[config.mk]
export PLATFORM = sky130hd
export DESIGN_NAME = clk_period_monitor_flat
export DESIGN_NICKNAME = d
export VERILOG_FILES = /design/src/rtl/clk_period_monitor_if.sv /design/src/rtl/clk_period_monitor.sv /design/src/flat_wrapper.sv
export SDC_FILE = /design/constraint.sdc
export NUM_CORES = 1
export LEC_CHECK = 0
export BUFFER_PORTS_ARGS = -buffer_cell sky130_fd_sc_hd__buf_4
export CORE_MARGIN = 1.5
export CORE_UTILIZATION = 29
export DETAILED_ROUTE_END_ITERATION = 16
export PLACE_DENSITY = 0.5
export SYNTH_ARGS = -nofsm -noshare
export SYNTH_HDL_FRONTEND = slang
export SYNTH_SLANG_ARGS = --single-unit
[constraint.sdc]
create_clock -name clk100MHz -period 3.5 [get_ports clk100MHz]
set_input_delay 0 -clock clk100MHz [delete_from_list [all_inputs] [get_ports clk100MHz]]
set_output_delay 0 -clock clk100MHz [all_outputs]
set_load 0.02 [all_outputs]
[src/rtl/clk_period_monitor_if.sv]
// Status bundle between the slow-clock monitor and its consumer.
// Latency: none (wires only).
// Backpressure: none; the monitored clock and err_clr are free-running inputs.
//
// Ports (modports):
//   master - stimulus/consumer side: drives clk_in, err_clr; reads the status outputs
//   slave  - monitor side: reads clk_in, err_clr; drives half_period, period_valid,
//            locked, err_high, err_low, timeout
interface clk_period_monitor_if #(
    parameter int CNT_W = 32
);
    logic             clk_in;
    logic             err_clr;
    logic [CNT_W-1:0] half_period;
    logic             period_valid;
    logic             locked;
    logic             err_high;
    logic             err_low;
    logic             timeout;

    modport master (
        output clk_in,
        output err_clr,
        input  half_period,
        input  period_valid,
        input  locked,
        input  err_high,
        input  err_low,
        input  timeout
    );

    modport slave (
        input  clk_in,
        input  err_clr,
        output half_period,
        output period_valid,
        output locked,
        output err_high,
        output err_low,
        output timeout
    );
endinterface

[src/rtl/clk_period_monitor.sv]
// Measures edge-to-edge distance of a slow clock in clk100MHz cycles; flags lock, range errors, stop.
// Latency: edge seen 3 cycles after clk_in changes; all outputs registered 1 cycle after edge detect.
// Backpressure: none; period_valid is a one-cycle pulse that is not held for the consumer.
//
// Ports:
//   clk100MHz - system clock
//   rst       - synchronous active-high reset
//   bus       - slave modport: clk_in, err_clr in; half_period, period_valid, locked,
//               err_high, err_low, timeout out
module clk_period_monitor #(
    parameter int CNT_W    = 32,
    parameter int EXP_HALF = 10000,
    parameter int TOL      = 2,
    parameter int LOCK_N   = 4,
    parameter int TIMEOUT  = 40000
) (
    input  logic                 clk100MHz,
    input  logic                 rst,
    clk_period_monitor_if.slave  bus
);
    localparam int GC_W = $clog2(LOCK_N + 1);
    localparam logic [CNT_W-1:0] LIM_LO  = CNT_W'(EXP_HALF - TOL);
    localparam logic [CNT_W-1:0] LIM_HI  = CNT_W'(EXP_HALF + TOL);
    localparam logic [CNT_W-1:0] TO_LAST = CNT_W'(TIMEOUT - 1);
    localparam logic [GC_W-1:0]  GOOD_N  = GC_W'(LOCK_N);

    typedef enum logic [1:0] {IDLE, MEASURE, LOCKED} state_t;

    state_t           state_q, state_d;
    logic             sync1_q, sync2_q, dly_q;
    logic [CNT_W-1:0] cnt_q, cnt_d;
    logic [GC_W-1:0]  good_q, good_d;
    logic [CNT_W-1:0] half_q, half_d;
    logic             pv_q, pv_d;
    logic             locked_q, locked_d;
    logic             errh_q, errh_d;
    logic             errl_q, errl_d;
    logic             to_q, to_d;

    logic             edge_det;
    logic [CNT_W-1:0] measured;
    logic             in_range;
    logic             too_high;
    logic             new_hi, new_lo, new_to;

    // Both polarities count: the slow clock's half-period is what is being measured.
    assign edge_det = sync2_q ^ dly_q;
    // cnt is zero in the cycle after an edge, so the edge-to-edge distance is cnt+1.
    assign measured = cnt_q + CNT_W'(1);
    assign in_range = (measured >= LIM_LO) && (measured <= LIM_HI);
    assign too_high = (measured > LIM_HI);

    always_comb begin
        state_d  = state_q;
        good_d   = good_q;
        half_d   = half_q;
        pv_d     = 1'b0;
        locked_d = locked_q;
        new_hi   = 1'b0;
        new_lo   = 1'b0;
        new_to   = 1'b0;

        if (edge_det) begin
            cnt_d = '0;
        end else if (cnt_q != '1) begin
            cnt_d = cnt_q + CNT_W'(1);
        end else begin
            cnt_d = cnt_q;
        end

        case (state_q)
            IDLE: begin
                // The first edge has no reference point; it only starts timing.
                cnt_d = '0;
                if (edge_det) begin
                    state_d = MEASURE;
                end
            end
            MEASURE, LOCKED: begin
                if (edge_det) begin
                    half_d = measured;
                    pv_d   = 1'b1;
                    if (in_range) begin
                        if (state_q == MEASURE) begin
                            good_d = good_q + GC_W'(1);
                            if (good_d == GOOD_N) begin
                                state_d  = LOCKED;
                                locked_d = 1'b1;
                            end
                        end
                    end else begin
                        good_d   = '0;
                        locked_d = 1'b0;
                        state_d  = MEASURE;
                        new_hi   = too_high;
                        new_lo   = ~too_high;
                    end
                end else if (cnt_q == TO_LAST) begin
                    // An edge in this same cycle takes the branch above instead.
                    new_to   = 1'b1;
                    locked_d = 1'b0;
                    good_d   = '0;
                    cnt_d    = '0;
                    state_d  = IDLE;
                end
            end
            default: begin
                state_d = IDLE;
            end
        endcase

        // A fresh error outranks a clear arriving in the same cycle.
        errh_d = (errh_q & ~bus.err_clr) | new_hi;
        errl_d = (errl_q & ~bus.err_clr) | new_lo;
        to_d   = (to_q   & ~bus.err_clr) | new_to;
    end

    always_ff @(posedge clk100MHz) begin
        if (rst) begin
            sync1_q  <= 1'b0;
            sync2_q  <= 1'b0;
            dly_q    <= 1'b0;
            state_q  <= IDLE;
            cnt_q    <= '0;
            good_q   <= '0;
            half_q   <= '0;
            pv_q     <= 1'b0;
            locked_q <= 1'b0;
            errh_q   <= 1'b0;
            errl_q   <= 1'b0;
            to_q     <= 1'b0;
        end else begin
            sync1_q  <= bus.clk_in;
            sync2_q  <= sync1_q;
            dly_q    <= sync2_q;
            state_q  <= state_d;
            cnt_q    <= cnt_d;
            good_q   <= good_d;
            half_q   <= half_d;
            pv_q     <= pv_d;
            locked_q <= locked_d;
            errh_q   <= errh_d;
            errl_q   <= errl_d;
            to_q     <= to_d;
        end
    end

    assign bus.half_period  = half_q;
    assign bus.period_valid = pv_q;
    assign bus.locked       = locked_q;
    assign bus.err_high     = errh_q;
    assign bus.err_low      = errl_q;
    assign bus.timeout      = to_q;
endmodule

[src/flat_wrapper.sv]
// flat-port wrapper written by rule: the top's interface ports become plain ports
module clk_period_monitor_flat 
#(
    parameter int CNT_W    = 32,
    parameter int EXP_HALF = 10000,
    parameter int TOL      = 2,
    parameter int LOCK_N   = 4,
    parameter int TIMEOUT  = 40000
)
  (clk100MHz, rst, bus_clk_in, bus_err_clr, bus_half_period, bus_period_valid, bus_locked, bus_err_high, bus_err_low, bus_timeout);
  clk_period_monitor_if #(.CNT_W(CNT_W)) bus_i ();
  input  logic clk100MHz;
  input  logic rst;
  input wire logic [$bits(bus_i.clk_in)-1:0] bus_clk_in;
  input wire logic [$bits(bus_i.err_clr)-1:0] bus_err_clr;
  output wire logic [$bits(bus_i.half_period)-1:0] bus_half_period;
  output wire logic [$bits(bus_i.period_valid)-1:0] bus_period_valid;
  output wire logic [$bits(bus_i.locked)-1:0] bus_locked;
  output wire logic [$bits(bus_i.err_high)-1:0] bus_err_high;
  output wire logic [$bits(bus_i.err_low)-1:0] bus_err_low;
  output wire logic [$bits(bus_i.timeout)-1:0] bus_timeout;
  assign bus_i.clk_in = bus_clk_in;
  assign bus_i.err_clr = bus_err_clr;
  assign bus_half_period = bus_i.half_period;
  assign bus_period_valid = bus_i.period_valid;
  assign bus_locked = bus_i.locked;
  assign bus_err_high = bus_i.err_high;
  assign bus_err_low = bus_i.err_low;
  assign bus_timeout = bus_i.timeout;
  clk_period_monitor #(.CNT_W(CNT_W), .EXP_HALF(EXP_HALF), .TOL(TOL), .LOCK_N(LOCK_N), .TIMEOUT(TIMEOUT)) u_core (.clk100MHz(clk100MHz), .rst(rst), .bus(bus_i));
endmodule
Yosys cells after proc, flatten, opt, wreduce, memory -nomap -nowiden
Index checks and enable logic that the tools add are counted.
Storage, ports and cells
  output and inout port bits: 37
  word-level logic and storage cells: 78
  flip-flop bits (word level): 77
  input port bits: 4
Cells by class
  bitwise gates (word level): 10
  mux-type cells: 31
  reductions and logical operators: 9
  equality and inequality tests: 11
  $add $sub $neg: 2
  magnitude comparators: 3
Operators by type and width (count)
  $mux 32: 4
  $pmux 32 s2: 1
  $add 32x1->32 const B: 1
  $eq 32x16->1 const B: 1
  $ge 32x14->1 const B: 1
  $gt 32x14->1 const B: 1
  $le 32x14->1 const B: 1
  $ne 32x32->1 const B: 1
  $mux 1: 15
  $mux 2: 6
  $mux 3: 4
  $ne 4x4->1 const B: 2
  $reduce_and 4->1: 2
  $ne 3x3->1 const B: 2
  $pmux 2 s2: 1
  $reduce_or 2->1: 2
  $add 3x1->3 const B: 1
  $and 1x1->1: 3
  $eq 3x3->1 const B: 1
  $ne 3x1->1 const B: 1
  $not 1->1: 3
  $or 1x1->1: 3
  $reduce_and 3->1: 1
  $eq 2x1->1 const B: 1
  other kinds (7): 7

Depth between registers and ports, before layout
Gate-level depths: netlist (run 1).
  depth after elaboration: 7
  gate-level depth with buffers: 10
  mapped depth without buffers: 10

Worst setup path after synthesis (run 1)
OpenSTA, ideal clock, no wires.
  path type: reg2reg
  start point: register u_core.cnt_q[0]
  end point: register u_core.locked_q (netlist: u_core.bus.locked)
  data required time: 3.421 ns
  arrival time: 2.533 ns
  library setup time: 0.079 ns
  path slack: 0.888 ns
  buffers on the path: 0
  stages on the path, launching flop included: 10
  clock period less this slack: 2.612 ns
  path through: dfxtp_1 > ha_1 > nand3_2 > nor4_1 > xnor2_1 > o211a_1 > nand4_2 > nor4b_4 > nand2_1 > a211oi_2
On the way
  cells in the longest elaborated chain, start to end: 5
  elaborated cells on any way between the ends: 11
  those cells by class: add/sub (1); order compare (2); eq/ne (3); mux (2); reduce/logical (3)
Ends and longest elaborated chain
  from (decl): line clk_period_monitor.sv:31  | logic [CNT_W-1:0] cnt_q, cnt_d;
  from (signal assigned): line clk_period_monitor.sv:137  | cnt_q <= cnt_d;
  $add 32x1->32: line clk_period_monitor.sv:49  | assign measured = cnt_q + CNT_W'(1);
  $ge 32x14->1 or $le 32x14->1 (tied branches): line clk_period_monitor.sv:50  | assign in_range = (measured >= LIM_LO) && (measured <= LIM_HI);
  $logic_and 1x1->1: line clk_period_monitor.sv:50
  $ne 3x3->1 (no source line) or $mux 1 (tied branches)
  $reduce_and 4->1 (no source line) or $mux 1 (tied branches)
  to (signal assigned): line clk_period_monitor.sv:141  | locked_q <= locked_d;
  to (decl): line clk_period_monitor.sv:35  | logic locked_q, locked_d;
Several ways; a longest one is shown, not always the timed one.
A chain may end at the register's enable or synchronous reset.

Worst setup path in the final report (run 1)
  start point: register u_core.cnt_q[1]
  end point: register u_core.good_q[2]
On the way
  cells in the longest elaborated chain, start to end: 5
  elaborated cells on any way between the ends: 10
  those cells by class: add/sub (1); order compare (2); eq/ne (2); mux (2); reduce/logical (3)
Ends and longest elaborated chain
  $add 32x1->32: line clk_period_monitor.sv:49
  $ge 32x14->1 or $le 32x14->1 (tied branches): line clk_period_monitor.sv:50
  $logic_and 1x1->1: line clk_period_monitor.sv:50
  $ne 3x3->1 (no source line) or $mux 3 (tied branches)
  $reduce_and 3->1 (no source line) or $mux 3 (tied branches)
  to (signal assigned): line clk_period_monitor.sv:138  | good_q <= good_d;
  to (decl): line clk_period_monitor.sv:32  | logic [GC_W-1:0] good_q, good_d;
Several ways; a longest one is shown, not always the timed one.

==> impl_metrics.py, run 1 <==
metrics = {
    "yosys": {
        "synthCells": 458,
        "yosys-top-cells-count": "77 x dfxtp_1, 56 x nor2_1, 40 x a21oi_1, 33 x a211oi_1, 27 x clkbuf_1",
        "yosys.area.top_type": "dfxtp_1",
        "yosysMostFrequentCell": "dfxtp_1",
        "synth-edff-count": 0,
        "postSynth.asyncResetShare_pct": 0,
        "ys_warn_count": 0,
        "ys_ff_latch": 77,
        "ys_top_cells_by_area": "dfxtp_1 39%, a211oi_1 6.3%, nor2_1 5.3%",
        "ys.flop_type": "dfxtp_1",
        "synthesis.nets": 470,
        "syn_area_sq_mm": 0.00395,
        "netlist.area_leader.share_pct": 39.1,
        "synth.avg_cell_area_sq_um": 8.61,
        "yosysSeqAreaShare_pct": 39.1,
        "synth_cell_types": 62,
    },
    "place": {
        "numPlacedInstances": 641,
        "portBuffers": 40,
        "gp_congestion": 0.915,
        "dp_hpwl_mm": 6.95,
        "dpl_worst_slack_ps": 331,
    },
    "floorplanning": {
        "die_x_microns": 120,
        "pin_count": 41,
        "start_util_pct": 29.8,
        "die_h_microns": 120,
        "dieArea_sq_mm": 0.0143,
        "core-area_sq_mm": 0.0132,
        "rows": 42,
    },
    "clock_tree": {
        "clkSinkCount": 77,
        "cts_made_buffers": 9,
        "cts_root_buffer": "clkbuf_16",
        "clock_latency_ps": 340,
        "cts_setup_buffers": 0,
        "cts_tree": "done",
        "cts_buffer_depth": 2,
        "ctsHtreeMaxLevel": 3,
        "clkTransAtPathRegs_ps": 60,
    },
    "global_routing": {
        "track_usage_pct": 14.8,
        "grt_pass1_wl_mm": 16.8,
        "grt_max_degree": 66,
        "antenna_found_initial": 0,
        "grt_pass1_vias": 3214,
        "grt_overflow": 0,
    },
    "timing": {
        "worst_pin_slew_ps": 804,
        "min_period_over_period_pct": 89.1,
        "setup_tns_ps": 0,
        "finalSetupViolCount": 0,
        "period_needed_ps": 3120,
        "slew_violations": 0,
        "fin_worst_skew_ps": 8.23,
        "fmax_mhz": 321,
        "max_slew_margin_pct": 45.9,
        "hold_viol": 0,
        "fin_ws_ps": 381,
        "rsz0062_at_grt": "false",
    },
    "final_layout": {
        "final_cells": 657,
        "fillers": 1405,
        "utilization_pct": 35.0,
        "areaGrowthSynthToFinish_pct": 17.5,
        "antenna_cells": 0,
        "drive_above_1_share_pct": 16.6,
        "nNetsFinal": 490,
    },
    "drt": {
        "vias_per_cell": 5.14,
        "ant_nets": 0,
        "wl_mm": 9.88,
        "post_drt_wl_per_cell_microns": 15.0,
        "first_iter_violations": 260,
        "firstDrtPassIters": 4,
        "via_count": 3379,
        "post-route-drc-count": 0,
    },
    "power": {
        "finalPower_w": 0.00183,
        "powerDensity_mw_per_mm2": 395,
        "peakVddDrop_mv": 0.185,
        "p_leak_nw": 1.56,
    },
    "min_path": {
        "min_path_type": "input pin to flip-flop",
    },
    "setup_path": {
        "critPathBufInv": 0,
        "path_cells": "ha_1, nand3_2, nor4_1, xnor2_1, o211a_1, nand4_2, nor3_4, nand3_1, o31ai_1",
        "crit_family": "simple AND/OR/NAND/NOR gates",
        "worstSetupPathType": "flip-flop to flip-flop",
        "crit_path_top_delay_cell": "dfxtp_1",
        "startpoint_type": "flip-flop",
        "cp.arrival_ps": 3370,
        "endpoint_kind": "flip-flop",
        "path_max_fanout": 10,
        "cpPeakStageDelay_ps": 470,
        "cp.required_ps": 3750,
    },
    "job": {
        "cap_viol_max_count": 0,
    },
    "outcome": {
        "status": "complete, no violations",
    },
}
==> through the flow <==
step	instance area (sq um)	hold slack, ps
2_1_floorplan	3950	128
4_1_cts	4630	122
6_report	4640	118
3_3_place_gp	4340	227
5_1_grt	4640	160
3_5_place_dp	4340	232
==> layout by cell type, fill, tap and decap left out, drive strengths merged, types with 2 or more instances in the layout <==
cell type and n:
clkbuf 13, o21ai 8, dfxtp 77, and4 3, a211oi 34, nand3 24, or4 2, a31oi 4
or3 2, o2111ai 4, nor2b 6, a21oi 40, nand4 14, xor2 20, inv 8, or2 3
and2 3, o21a 2, ha 8, nor3b 3, and3 4, o31ai 2, dlygate4sd3 2, nor3 14
buf 45, a31o 2, a311oi 2, nor4b 5, nand2 22, xnor2 19, nand2b 2, nor2 57
nor4 13
==> per-layer routing <==
layer | part of all wire [%] | global-route usage, % | vias up | routed length [microns]
met5 | 0 | 0 | - | 0
met3 | 3.9 | 4.23 | 8 | 381
met2 | 47 | 23.3 | 68 | 4650
met1 | 48 | 19.6 | 1598 | 4770
met4 | 0.75 | 4.69 | 0 | 74
li1 | - | - | 1705 | -
==> cells by family (layout without fill, tap and decap cells) <==
group / after synthesis / count (layout) / synth area share [%]
and+or+nand+nor: 179 / 179 / 26.3
AOI/OAI and AO/OA: 109 / 109 / 18.5
DFF: 77 / 77 / 39.1
buffers and inverters: 46 / 69 / 4.92
xor gates and xnor gates: 39 / 39 / 8.66
adders and majority gates: 8 / 8 / 2.54
==> cell type report <==
| class | instances | area [sq um] | area share (%) |
|---|---|---|---|
| clock buffers | 13 | 260 | 5.61 |
| clock inverters | 1 | 7.51 | 0.162 |
| inverters | 8 | 30.0 | 0.648 |
| multi-input cells | 335 | 2220 | 47.9 |
| flip-flops and latches | 77 | 1540 | 33.2 |
| well taps | 176 | 220 | 4.75 |
| repair buffers | 47 | 358 | 7.72 |
==> worst reg2reg max path, cell delays in order, from the launching register on <==
cell	delay, ps
dfxtp_1	470
ha_1	320
nand3_2	250
nor4_1	450
xnor2_1	240
o211a_1	300
nand4_2	210
nor3_4	370
nand3_1	170
o31ai_1	260
==> what timing repair did <==
item | CTS | global route
hold buffers | 2 | 0
endpoints found under the setup margin | 0 | 18
hold endpoints to repair | 3 | 0
resized for setup | 0 | 1
==> power by group <==
part | switching (W) | internal [W] | leakage, nW | total (W)
Sequential | 0.00000780 | 0.000890 | 0.622 | 0.000898
Combinational | 0.0000567 | 0.0000338 | 0.809 | 0.0000905
Clock | 0.000334 | 0.000511 | 0.128 | 0.000844
Total | 0.000398 | 0.00143 | 1.56 | 0.00183
==> flip-flops by register name, summed over array words and instances (netlist names) <==
register                 cells
u_core.cnt_q                32
u_core.bus.err_high          1
u_core.dly_q                 1
u_core.sync1_q               1
u_core.bus.timeout           1
u_core.good_q                3
u_core.sync2_q               1
u_core.bus.locked            1
u_core.state_q               2
u_core.bus.half_period      32
u_core.bus.err_low           1
u_core.bus.period_valid      1
==> final timing paths <==
| path | start | end | slack [ps] | depth (start not counted) |
|---|---|---|---|---|
| worst max-delay path | u_core.cnt_q[1] | u_core.good_q[2] | 380 | 9 |
| worst min-delay path | rst | u_core.bus.timeout | 120 | 2 |
| worst min register to register | u_core.bus.err_high | u_core.bus.err_high | 450 | 2 |
| worst max register to register | u_core.cnt_q[1] | u_core.good_q[2] | 380 | 9 |
Power figures use the tool's default switching activity.
==> run 2, diff against run 1 <==
ABC_AREA = 1   (was not set)
==> run 2 against run 1 <==
Compared with the run above: routed wire length rose by 16%; worst hold slack improved by 290 ps; register-to-register slack improved by 360 ps; count of clock-buffer cells in the layout fell by 2; global-route usage rose by 1.4 points; critical endpoint unchanged.
==> impl_metrics.py, run 2 <==
metrics = {
    "yosys": {
        "syn_area_sq_mm": 0.00418,
        "synthSimpleGateAreaFrac_pct": 36.2,
        "synthMuxAreaShare_pct": 0,
        "synthCells": 623,
        "synth.avg_cell_area_sq_um": 6.71,
        "netlist.area_leader.share_pct": 36.9,
        "synth_top_family_by_area": "simple AND/OR/NAND/NOR gates",
        "yosysMostFrequentCell": "nand2_1",
        "synth-compound-area-share_pct": 13.6,
        "ys.flop_type": "dfxtp_1",
        "synthAdderAreaFrac_pct": 2.40,
        "synth-edff-count": 0,
        "synthesis.nets": 635,
        "synth_cell_types": 34,
        "yosys-top-cells-count": "158 x nand2_1, 82 x inv_1, 80 x nor2_1, 77 x dfxtp_1, 41 x a21oi_1",
        "postSynth.asyncResetShare_pct": 0,
        "ys_top_cells_by_area": "dfxtp_1 37%, nand2_1 14%, inv_1 7.4%",
        "ys_warn_count": 0,
        "yosys.area.top_type": "dfxtp_1",
        "ys_ff_latch": 77,
        "synth-xor-area-share_pct": 1.68,
        "yosysSeqAreaShare_pct": 36.9,
    },
    "power": {
        "p_int_w": 0.00167,
        "seqPwrFrac_pct": 41.1,
        "peakVddDrop_mv": 0.213,
        "finalPower_w": 0.00249,
        "p_leak_nw": 2.21,
        "switchingPower_w": 0.000814,
        "clockPowerShare_pct": 35.3,
        "powerDensity_mw_per_mm2": 498,
        "comb_power_share_pct": 23.6,
        "switching_share_pct": 32.7,
    },
    "min_path": {
        "min_path_type": "flip-flop to flip-flop",
        "hp-start": "u_core.sync1_q",
    },
    "setup_path": {
        "endpoint": "u_core.good_q[2]",
        "path_max_fanout": 8,
        "path_cells": "ha_1, nand2_2, nor2_4, nand2_4, nor2_8, nand2_1, nand2_1, nand2_2, inv_2, nand2_1, nor2_1, nand2_1, nor2_4, nand2_2, nand2_4, nand4_2, nand2_2, inv_1, nor2_1, nor2_1",
        "cpPeakStageDelay_ps": 450,
        "crit_path_top_delay_cell": "dfxtp_1",
        "cp.required_ps": 3740,
        "reg2reg_slack_ps": 740,
        "critPathBufInv": 2,
        "r2r.worst_path.cells": 20,
        "r2r_end": "u_core.good_q[2]",
        "crit_start": "u_core.cnt_q[0]",
        "endpoint_kind": "flip-flop",
        "crit_family": "simple AND/OR/NAND/NOR gates",
        "startpoint_type": "flip-flop",
        "reg2reg_from": "u_core.cnt_q[0]",
        "worstSetupPathType": "flip-flop to flip-flop",
        "cp.arrival_ps": 2990,
        "cp.depth": 20,
    },
    "global_routing": {
        "track_usage_pct": 16.2,
        "antenna_found_initial": 0,
        "grt_max_degree": 39,
        "grt_pass1_wl_mm": 19.2,
        "grt_pass1_vias": 3967,
        "grt_overflow": 0,
    },
    "drt": {
        "vias_per_cell": 4.71,
        "wl_mm": 11.5,
        "ant_nets": 0,
        "post_drt_wl_per_cell_microns": 13.5,
        "post-route-drc-count": 0,
        "via_count": 4004,
        "first_iter_violations": 162,
        "firstDrtPassIters": 4,
    },
    "final_layout": {
        "fillers": 1513,
        "areaGrowthSynthToFinish_pct": 19.5,
        "final_common_cell": "nand2_1",
        "drive_above_1_share_pct": 14.8,
        "antenna_cells": 0,
        "nNetsFinal": 677,
        "utilization_pct": 35.7,
        "final_cells": 850,
        "mostFrequentLayoutCells": "158 x nand2_1, 82 x inv_1, 79 x nor2_1",
    },
    "clock_tree": {
        "ctsHtreeMaxLevel": 3,
        "clock_latency_ps": 350,
        "hold_buffers": 4,
        "cts_resized": 0,
        "clkSinkCount": 77,
        "cts_tree": "done",
        "clkTransAtPathRegs_ps": 60,
        "cts_buffer_depth": 2,
        "cts_made_buffers": 9,
        "cts_root_buffer": "clkbuf_16",
        "cts_setup_buffers": 0,
    },
    "floorplanning": {
        "pin_count": 41,
        "die_h_microns": 123,
        "core-area_sq_mm": 0.0140,
        "rows": 43,
        "start_util_pct": 29.9,
        "dieArea_sq_mm": 0.0151,
        "die_x_microns": 123,
    },
    "timing": {
        "min_period_over_period_pct": 78.8,
        "finalSetupViolCount": 0,
        "fin_worst_skew_ps": 8.99,
        "worst_pin_slew_ps": 510,
        "setup_tns_ps": 0,
        "max_slew_margin_pct": 65.9,
        "rsz0062_at_grt": "false",
        "hold_viol": 0,
        "slew_violations": 0,
        "fmax_mhz": 363,
        "period_needed_ps": 2760,
    },
    "outcome": {
        "status": "complete, no violations",
    },
    "place": {
        "gp_congestion": 0.843,
        "numPlacedInstances": 830,
        "portBuffers": 40,
        "dp_hpwl_mm": 8.72,
    },
    "job": {
        "cap_viol_max_count": 0,
    },
}
==> run 2: cell types whose count changed in the layout (fill, tap and decap cells not counted), sizes merged, moves of 6 or more <==
cell	delta
a211oi	-34
inv	+79
nand2	+154
nand3b	+8
nor2	+35
nor2b	-6
nor3	-9
nor4	-8
o211ai	+17
o21ai	+17
xnor2	-16
xor2	-15
==> run 2: power by group through the flow <==
stage	sequential (W)	clock, W	combinational [W]
4_1_cts	0.00102	0.000901	0.000592
6_report	0.00102	0.000879	0.000587
3_3_place_gp	0.00104	0	0.000578
3_5_place_dp	0.00104	0	0.000585
5_1_grt	0.00103	0.000940	0.000649
2_1_floorplan	0.00111	0	0.000305
==> run 2: logic make-up (layout without fill, tap and decap cells) <==
kind of cell	count (synthesis)	count (layout)
and+or+nand+nor	329	329
buffers and inverters	103	150
AOI/OAI and AO/OA	98	98
DFF	77	77
adders and majority gates	8	8
xor gates and xnor gates	8	8
==> run 2: worst min path at each step <==
stage | to | depth (start not counted)
6_report | u_core.sync2_q | 2
4_1_cts | u_core.sync2_q | 2
3_5_place_dp | u_core.sync1_q | 3
2_1_floorplan | u_core.sync1_q | 2
5_1_grt | u_core.sync2_q | 2
3_3_place_gp | u_core.sync1_q | 3
==> run 2: cell type report <==
cell class                      count  area (sq um)  area share (%)
Tap cell                          180           225            4.51
Clock buffer                       11           243            4.86
Inverter                           86           323            6.46
Multi-Input combinational cell    443          2260            45.2
Timing Repair Buffer               48           370            7.42
Clock inverter                      5          33.8           0.677
Sequential cell                    77          1540            30.9
==> run 2: worst min-delay path, delay by kind of cell (launching register included) <==
kind                   cells  cell delay (ps)
flip-flops                 1              300
buffers and inverters      1               40
AND/OR/NAND/NOR            1               30
==> run 2: metrics by stage <==
stage	setup WS [ps]	hold WS [ps]	area (sq um)
finish	742	406	4990
global route	492	430	4990
CTS	761	413	4990
detailed placement	769	223	4680
global placement	812	215	4680
floorplan	1170	107	4180
==> run 2: per-layer routing <==
layer  global-route usage (%)  up-vias  routed length (microns)
li1                         -     2080                        -
met1                     22.3     1819                     5680
met2                     24.9       82                     4970
met3                     3.18       23                      522
met4                     6.61        0                      302
met5                        0        -                        0
